[src/rtl/otter_fetch_pkg.sv]
// Shared types and constants for the OTTER instruction-fetch stage.
// Latency: n/a (declarations only).
// Backpressure: n/a (declarations only).
package otter_fetch_pkg;

  typedef enum logic [1:0] {
    IDLE  = 2'd0,
    FETCH = 2'd1,
    WAIT  = 2'd2,
    DROP  = 2'd3
  } fetch_state_t;

  localparam logic [31:0] NOP_INSTR        = 32'h0000_0013;
  localparam logic [31:0] DEFAULT_RESET_PC = 32'h0000_0000;

endpackage

[src/rtl/otter_fetch_if_id_reg.sv]
// IF/ID holding register: valid flag, PC and instruction word (plus misalign flag).
// Latency: load/consume/clear take effect on the next rising edge.
// Backpressure: none internally; the owner gates load against slot availability.
// Ports: i_load captures i_pc/i_instr; i_consume vacates the slot unless a load
//        happens the same cycle; i_clear (flush) vacates it unconditionally.
// Optional: MISALIGN_CHK_EN adds i_misalign/o_misalign.
module if_id_reg (
  input  logic        i_clk,
  input  logic        i_rst_n,
  input  logic        i_load,
  input  logic        i_consume,
  input  logic        i_clear,
  input  logic [31:0] i_pc,
  input  logic [31:0] i_instr,
`ifdef MISALIGN_CHK_EN
  input  logic        i_misalign,
  output logic        o_misalign,
`endif
  output logic        o_valid,
  output logic [31:0] o_pc,
  output logic [31:0] o_instr
);

  logic        r_valid;
  logic [31:0] r_pc;
  logic [31:0] r_instr;

  always_ff @(posedge i_clk or negedge i_rst_n) begin
    if (!i_rst_n) begin
      r_valid <= 1'b0;
      r_pc    <= 32'h0;
      r_instr <= 32'h0;
    end else if (i_clear) begin
      r_valid <= 1'b0;
    end else if (i_load) begin
      r_valid <= 1'b1;
      r_pc    <= i_pc;
      r_instr <= i_instr;
    end else if (i_consume) begin
      r_valid <= 1'b0;
    end
  end

`ifdef MISALIGN_CHK_EN
  logic r_misalign;

  // Flag tracks the slot: it only survives while the same entry is held.
  always_ff @(posedge i_clk or negedge i_rst_n) begin
    if (!i_rst_n) begin
      r_misalign <= 1'b0;
    end else if (i_clear) begin
      r_misalign <= 1'b0;
    end else if (i_load) begin
      r_misalign <= i_misalign;
    end else if (i_consume) begin
      r_misalign <= 1'b0;
    end
  end

  assign o_misalign = r_misalign;
`endif

  assign o_valid = r_valid;
  assign o_pc    = r_pc;
  assign o_instr = r_instr;

endmodule

[src/rtl/otter_fetch_stage.sv]
// OTTER instruction fetch: PC register, one-outstanding imem requests, IF/ID capture.
// Latency: IF/ID is written on the edge after imem_rvalid (request->ack->rvalid->capture).
// Backpressure: no request while pc_write=0 or IF/ID is full and not being consumed.
// Ports: i_next_pc/i_pc_write/i_flush from hazard & PC-source logic; o_imem_* / i_imem_*
//        to instruction memory; o_pc/o_pc_plus4 back to the PC-source mux; o_if_* to decode.
// Optional: MISALIGN_CHK_EN adds o_if_misalign and turns misaligned fetches into NOPs.
module otter_fetch_stage
  import otter_fetch_pkg::*;
#(
  parameter logic [31:0] RESET_PC = DEFAULT_RESET_PC
) (
  input  logic        i_clk,
  input  logic        i_rst_n,
  input  logic [31:0] i_next_pc,
  input  logic        i_pc_write,
  input  logic        i_flush,
  output logic        o_imem_req,
  output logic [31:0] o_imem_addr,
  input  logic        i_imem_ack,
  input  logic        i_imem_rvalid,
  input  logic [31:0] i_imem_rdata,
  output logic [31:0] o_pc,
  output logic [31:0] o_pc_plus4,
  output logic        o_if_valid,
  output logic [31:0] o_if_pc,
  output logic [31:0] o_if_instr,
`ifdef MISALIGN_CHK_EN
  output logic        o_if_misalign,
`endif
  input  logic        i_id_ready
);

  fetch_state_t r_state, w_state_nxt;
  logic [31:0]  r_pc, w_pc_nxt;
  logic         w_req;
  logic         w_load;
  logic [31:0]  w_load_instr;
  logic         w_if_valid;
  logic         w_slot_free;
  logic         w_consume;
`ifdef MISALIGN_CHK_EN
  logic         w_load_mis;
`endif

  assign w_slot_free = !w_if_valid || i_id_ready;
  assign w_consume   = w_if_valid && i_id_ready;

  always_ff @(posedge i_clk or negedge i_rst_n) begin
    if (!i_rst_n) begin
      r_state <= IDLE;
      r_pc    <= RESET_PC;
    end else begin
      r_state <= w_state_nxt;
      r_pc    <= w_pc_nxt;
    end
  end

  always_comb begin
    w_state_nxt  = r_state;
    w_pc_nxt     = r_pc;
    w_req        = 1'b0;
    w_load       = 1'b0;
    w_load_instr = i_imem_rdata;
`ifdef MISALIGN_CHK_EN
    w_load_mis   = 1'b0;
`endif
    case (r_state)
      IDLE: w_state_nxt = FETCH;
      FETCH: begin
`ifdef MISALIGN_CHK_EN
        // Misaligned PC never reaches memory; a NOP stands in for it.
        if (!i_flush && (r_pc[1:0] != 2'b00) && i_pc_write && w_slot_free) begin
          w_load       = 1'b1;
          w_load_instr = NOP_INSTR;
          w_load_mis   = 1'b1;
          w_pc_nxt     = i_next_pc;
        end else begin
          w_req = i_pc_write && w_slot_free && !i_flush && (r_pc[1:0] == 2'b00);
          if (w_req && i_imem_ack) w_state_nxt = WAIT;
        end
`else
        w_req = i_pc_write && w_slot_free && !i_flush;
        if (w_req && i_imem_ack) w_state_nxt = WAIT;
`endif
      end
      WAIT: begin
        if (i_imem_rvalid) begin
          w_state_nxt = FETCH;
          if (!i_flush) begin
            w_load = 1'b1;
            // A stalled capture keeps the PC so the same slot is refetched.
            if (i_pc_write) w_pc_nxt = i_next_pc;
          end
        end else if (i_flush) begin
          w_state_nxt = DROP;
        end
      end
      DROP: begin
        if (i_imem_rvalid) w_state_nxt = FETCH;
      end
      default: w_state_nxt = IDLE;
    endcase
    // Redirect wins over any PC update chosen above.
    if (i_flush) w_pc_nxt = i_next_pc;
  end

  if_id_reg u_if_id_reg (
    .i_clk      (i_clk),
    .i_rst_n    (i_rst_n),
    .i_load     (w_load),
    .i_consume  (w_consume),
    .i_clear    (i_flush),
    .i_pc       (r_pc),
    .i_instr    (w_load_instr),
`ifdef MISALIGN_CHK_EN
    .i_misalign (w_load_mis),
    .o_misalign (o_if_misalign),
`endif
    .o_valid    (w_if_valid),
    .o_pc       (o_if_pc),
    .o_instr    (o_if_instr)
  );

  assign o_imem_req = w_req;
`ifdef MISALIGN_CHK_EN
  assign o_imem_addr = r_pc;
`else
  assign o_imem_addr = {r_pc[31:2], 2'b00};
`endif
  assign o_pc       = r_pc;
  assign o_pc_plus4 = r_pc + 32'd4;
  assign o_if_valid = w_if_valid;

endmodule

[config.mk]
export PLATFORM = sky130hd
export DESIGN_NAME = otter_fetch_stage
export DESIGN_NICKNAME = d
export VERILOG_FILES = /design/src/rtl/otter_fetch_pkg.sv /design/src/rtl/otter_fetch_if_id_reg.sv /design/src/rtl/otter_fetch_stage.sv
export SDC_FILE = /design/constraint.sdc
export NUM_CORES = 1
export LEC_CHECK = 0
export BUFFER_PORTS_ARGS = -buffer_cell sky130_fd_sc_hd__buf_2
export CORE_ASPECT_RATIO = 1.25
export CORE_MARGIN = 2
export CORE_UTILIZATION = 49
export CTS_CLUSTER_DIAMETER = 100
export CTS_CLUSTER_SIZE = 12
export DETAILED_ROUTE_END_ITERATION = 16
export PLACE_DENSITY = 0.85
export SYNTH_ARGS = -nofsm -noshare
export SYNTH_HDL_FRONTEND = slang
export SYNTH_SLANG_ARGS = --single-unit
export TNS_END_PERCENT = 50
[constraint.sdc]
create_clock -name i_clk -period 4.01 [get_ports i_clk]
set_input_delay 0.401 -clock i_clk [delete_from_list [all_inputs] [get_ports i_clk]]
set_output_delay 0.401 -clock i_clk [all_outputs]
set_load 0.005 [all_outputs]
# [Yosys cells after proc, flatten, opt, wreduce, memory -nomap -nowiden]
# Cells that the tools add are included.
[classes] add_sub_neg=1 eq_ne=6 n_mux=16 n_bitwise=1 n_reduce_logical=15
[ops] op="$mux W32" n=4
[ops] op="$add A32 B3 Y32 const B" n=1
[ops] op="$mux W2" n=4
[ops] op="$pmux W2 S4" n=1
[ops] op="$mux W1" n=7
[ops] op="$reduce_and A3 Y1" n=2
[ops] op="$reduce_bool A2 Y1" n=3
[ops] op="$eq A2 B2 Y1 const B" n=2
[ops] op="$logic_and A1 B1 Y1" n=4
[ops] op="$ne A2 B2 Y1 const B" n=2
[ops] op="$ne A3 B3 Y1 const B" n=1
[ops] op="$reduce_bool A3 Y1" n=1
[ops] op="$eq A2 B1 Y1 const B" n=1
[ops] op="$logic_not A1 Y1" n=2
[ops] op="$logic_not A2 Y1" n=1
[ops] op="$reduce_and A2 Y1" n=1
[ops] op="$logic_or A1 B1 Y1" n=1
[ops] op="$not A1 Y1" n=1
[totals] register_bits=99 input_bits=71 out_inout_bits=162 word_cells=44

# [Logic depth before layout (Yosys ltp)]
[logic_depth] ltp_word=7 ltp_mapped=9 depth_no_buf=6

# [Modules after synthesis]
# Synthesis repeated with hierarchy kept, for this count alone.
[unflattened] cells_unflattened=351 area_unflattened_um2=4973.5
[by_module_without_submodules] mod="if_id_reg" n_inst=1 cells_each=140 area_per_inst_um2=2741.4
[by_module_without_submodules] mod="otter_fetch_stage" n_inst=1 cells_each=211 area_per_inst_um2=2232.1

# [Least setup slack after synthesis]
# No wires, ideal clock.
[synth_path] path_type="register to output" start="register r_pc[2] (netlist: o_pc[2])" end="output port o_pc_plus4[30]" t_arrival_ps=1489 required_time_ps=3609 slack_ps=2120 stages_incl_launch_ff=6 path_buffers=0 path_cell_list="dfrtp_1 ha_1 nand3_1 nor4_4 nand4_1 xnor2_1"
[synth_via] elab_chain_cells=1
[synth_rtl] element="start: declaration" line_no="otter_fetch_stage.sv:34" text="logic [31:0] r_pc, w_pc_nxt;"
[synth_rtl] element="start signal: assignment" line_no="otter_fetch_stage.sv:54" text="r_pc <= w_pc_nxt;"
[synth_rtl] element="$add A32 B3 Y32" line_no="otter_fetch_stage.sv:131" text="assign o_pc_plus4 = r_pc + 32'd4;"
[synth_rtl] element="end: declaration" line_no="otter_fetch_stage.sv:23" text="output logic [31:0] o_pc_plus4,"
# No other way between the ends.

# [Worst setup path in the final report]
# Ends and elaborated chain as after synthesis.

==> impl_metrics.env <==
export IMPL_holdBufCountCts=0
export IMPL_postSynthCellCount=345
export IMPL_dieArea_sq_um=10200
export IMPL_async_flop_share_pct=100
export IMPL_postCtsSetupBuffers=0
export IMPL_synthTopCellsByCount="dfrtp_1 (99), mux2_2 (92), buf_4 (34), xnor2_1 (19), nand3_1 (14)"
export IMPL_hold_path_class="in -> async"
export IMPL_path_delay_family="simple AND/OR/NAND/NOR gates"
export IMPL_initial_core_util_pct=50.5
export IMPL_hold_viol=0
export IMPL_finalSetupViolCount=0
export IMPL_drv_slew=0
export IMPL_fin_util_pct=65.3
export IMPL_nNetsFinal=621
export IMPL_p_leak_nw=3.15
export IMPL_synth_edf_count=0
export IMPL_timing_final_crit_share_pct=68.7
export IMPL_finalWeightedCongestion=0.776
export IMPL_cp_start_kind="register"
export IMPL_cts_tree="yes"
export IMPL_outcome="finished clean"
export IMPL_dieWidth_microns=90.7
export IMPL_drt_first_pass_iters=4
export IMPL_vias_per_cell=5.03
export IMPL_worstPathCellList="ha_1 -> nand3_1 -> nor4_4 -> nand4_1 -> xnor2_1 -> buf_2"
export IMPL_port_buffers=230
export IMPL_drive_above_1_share_pct=63.3
export IMPL_clkLatencyLatePin_ns=0.33
export IMPL_slew_headroom_pct=39.4
export IMPL_antenna_found_initial=0
export IMPL_drt_iter0_drc=91
export IMPL_postRouteAntennaNets=0
export IMPL_clockBufferDepth=2
export IMPL_io_pins=233
export IMPL_cts_buffers=9
export IMPL_vias=3389
export IMPL_clock_sinks=99
export IMPL_path_depth=6
export IMPL_grt_overflow_total=0
export IMPL_ys_warn_count=0
export IMPL_synth_main_ff_cell="dfrtp_1"
export IMPL_rr_worst_depth=6
export IMPL_rows=39
export IMPL_synth_top_area_share_pct=53.8
export IMPL_syn_to_final_growth_pct=29.3
export IMPL_ys_ff_latch=99
export IMPL_clockRootBuffer="clkbuf_16"
export IMPL_htreeDepth=3
export IMPL_critical_path_buf_inv_count=1
export IMPL_syn_avg_cell_area_sq_um=13.4
export IMPL_power_density_nw_per_um2=550
export IMPL_crit_fanout=8
export IMPL_fp_coreArea_sq_um=9130
export IMPL_synthTopCellsByArea="dfrtp_1 (54%), mux2_2 (22%), buf_4 (5.5%), xnor2_1 (3.6%), xor2_1 (1.7%)"
export IMPL_grt_setup_unrepaired="no"
export IMPL_finalCriticalPeriod_ns=2.76
export IMPL_slowest_stage="nor4_4"
export IMPL_synth_most_common_cell="dfrtp_1"
export IMPL_fmax_mhz=363
export IMPL_setup_tns_ns=0
export IMPL_hpwl_microns=7900
export IMPL_grt_pass1_vias=3501
export IMPL_worst_pin_slew_ns=0.909
export IMPL_grt_pass1_wl_microns=17100
export IMPL_yosysTopAreaCell="dfrtp_1"
export IMPL_ys_types=35
export IMPL_yosysSeqAreaShare_pct=53.8
export IMPL_peakVddDrop_v=0.000364
export IMPL_wl_per_cell_microns=16.1
export IMPL_cp_required_ns=3.61
export IMPL_max_cap_violations=0
export IMPL_critPathKind="reg -> out"
export IMPL_path_clk_slew_ns=0.07
export IMPL_die_y_microns=112
export IMPL_arrival_ns=2.36
export IMPL_diodes=0
export IMPL_design_power_total_mw=3.28
export IMPL_finClkSkew_ns=0.00664
export IMPL_drc=0
export IMPL_grt_usage_pct=20.9
export IMPL_synth_area_sq_um=4610
export IMPL_grt_max_degree=72
export IMPL_endpoint_kind="output port"
export IMPL_wl_microns=10800
export IMPL_ctsResizeCount=0
export IMPL_crit_path_max_incr_delay_ns=0.51
through the flow:
stage               area [sq um]  hold slack [ns]  setup WS [ns]  std cells
floorplan                   4610            0.105           2.12        346
global placement            5640            0.463           1.68        658
detailed placement          5640            0.465           1.57        658
CTS                         5950            0.220           1.23        674
global route                5950            0.278           1.09        674
finish                      5950            0.197           1.25        674
worst paths after layout:
check,from,to,slack (ns)
worst max-delay path,o_pc[2],o_pc_plus4[30],1.25
worst min register to register,u_if_id_reg.o_pc[6],u_if_id_reg.o_pc[6],0.48
worst max register to register,r_state[0],u_if_id_reg.o_pc[18],1.58
min in group i_clk,i_imem_rdata[24],u_if_id_reg.o_instr[24],0.30
worst min-delay path,i_rst_n,u_if_id_reg.o_instr[24],0.20
max in group asynchronous,i_rst_n,o_pc[30],2.86
registers in the layout (all words and copies together) (netlist names):
signal	count
o_pc	32
r_state	2
u_if_id_reg.o_instr	32
u_if_id_reg.o_pc	32
u_if_id_reg.o_valid	1
logic make-up after synthesis:
| family | after synthesis | synth area share, % |
|---|---|---|
| and+or+nand+nor | 58 | 8.07 |
| DFF | 99 | 53.8 |
| buffers and inverters | 52 | 7.55 |
| muxes | 93 | 22.7 |
| adders and majority gates | 4 | 1.09 |
| xor gates and xnor gates | 28 | 5.32 |
| AOI/OAI and AO/OA | 10 | 1.41 |
| other | 1 | 0.0814 |
report_power, final:
part / total, mW / internal, mW / switching, mW
Combinational: 0.893 / 0.523 / 0.370
Sequential: 1.49 / 1.29 / 0.206
Clock: 0.889 / 0.520 / 0.369
per-layer routing:
| metal | share of wire, % | vias to the layer above | wire [microns] | global-route usage (%) |
|---|---|---|---|---|
| li1 | - | 1560 | - | - |
| met1 | 38 | 1680 | 4150 | 24.1 |
| met2 | 55 | 132 | 5920 | 37.7 |
| met3 | 5.3 | 17 | 573 | 3.49 |
| met4 | 1.9 | 0 | 207 | 9.54 |
| met5 | 0 | - | 0 | 0 |
area by class of cell:
class / count / area (sq um)
clock inverter: 5 / 60.1
multi-input combinational: 195 / 1800
clock buffer: 11 / 253
inverter: 7 / 26.3
timing repair buffer: 234 / 1180
sequential: 99 / 2480
fill: 729 / 3170
tap: 123 / 154
layout by cell type, fill, tap and decap left out, drive strengths merged, types with 2 or more instances in the layout:
cell / n
clkinv: 2
ha: 4
mux2: 92
dfrtp: 99
clkbuf: 11
nand2: 13
and4: 2
o21ai: 4
conb: 2
nor3: 2
nor4: 3
xor2: 9
nor2: 6
buf: 234
inv: 8
nand3: 14
xnor2: 19
and3: 5
nand4: 7
Note: power is estimated with default switching activity, not from simulation.
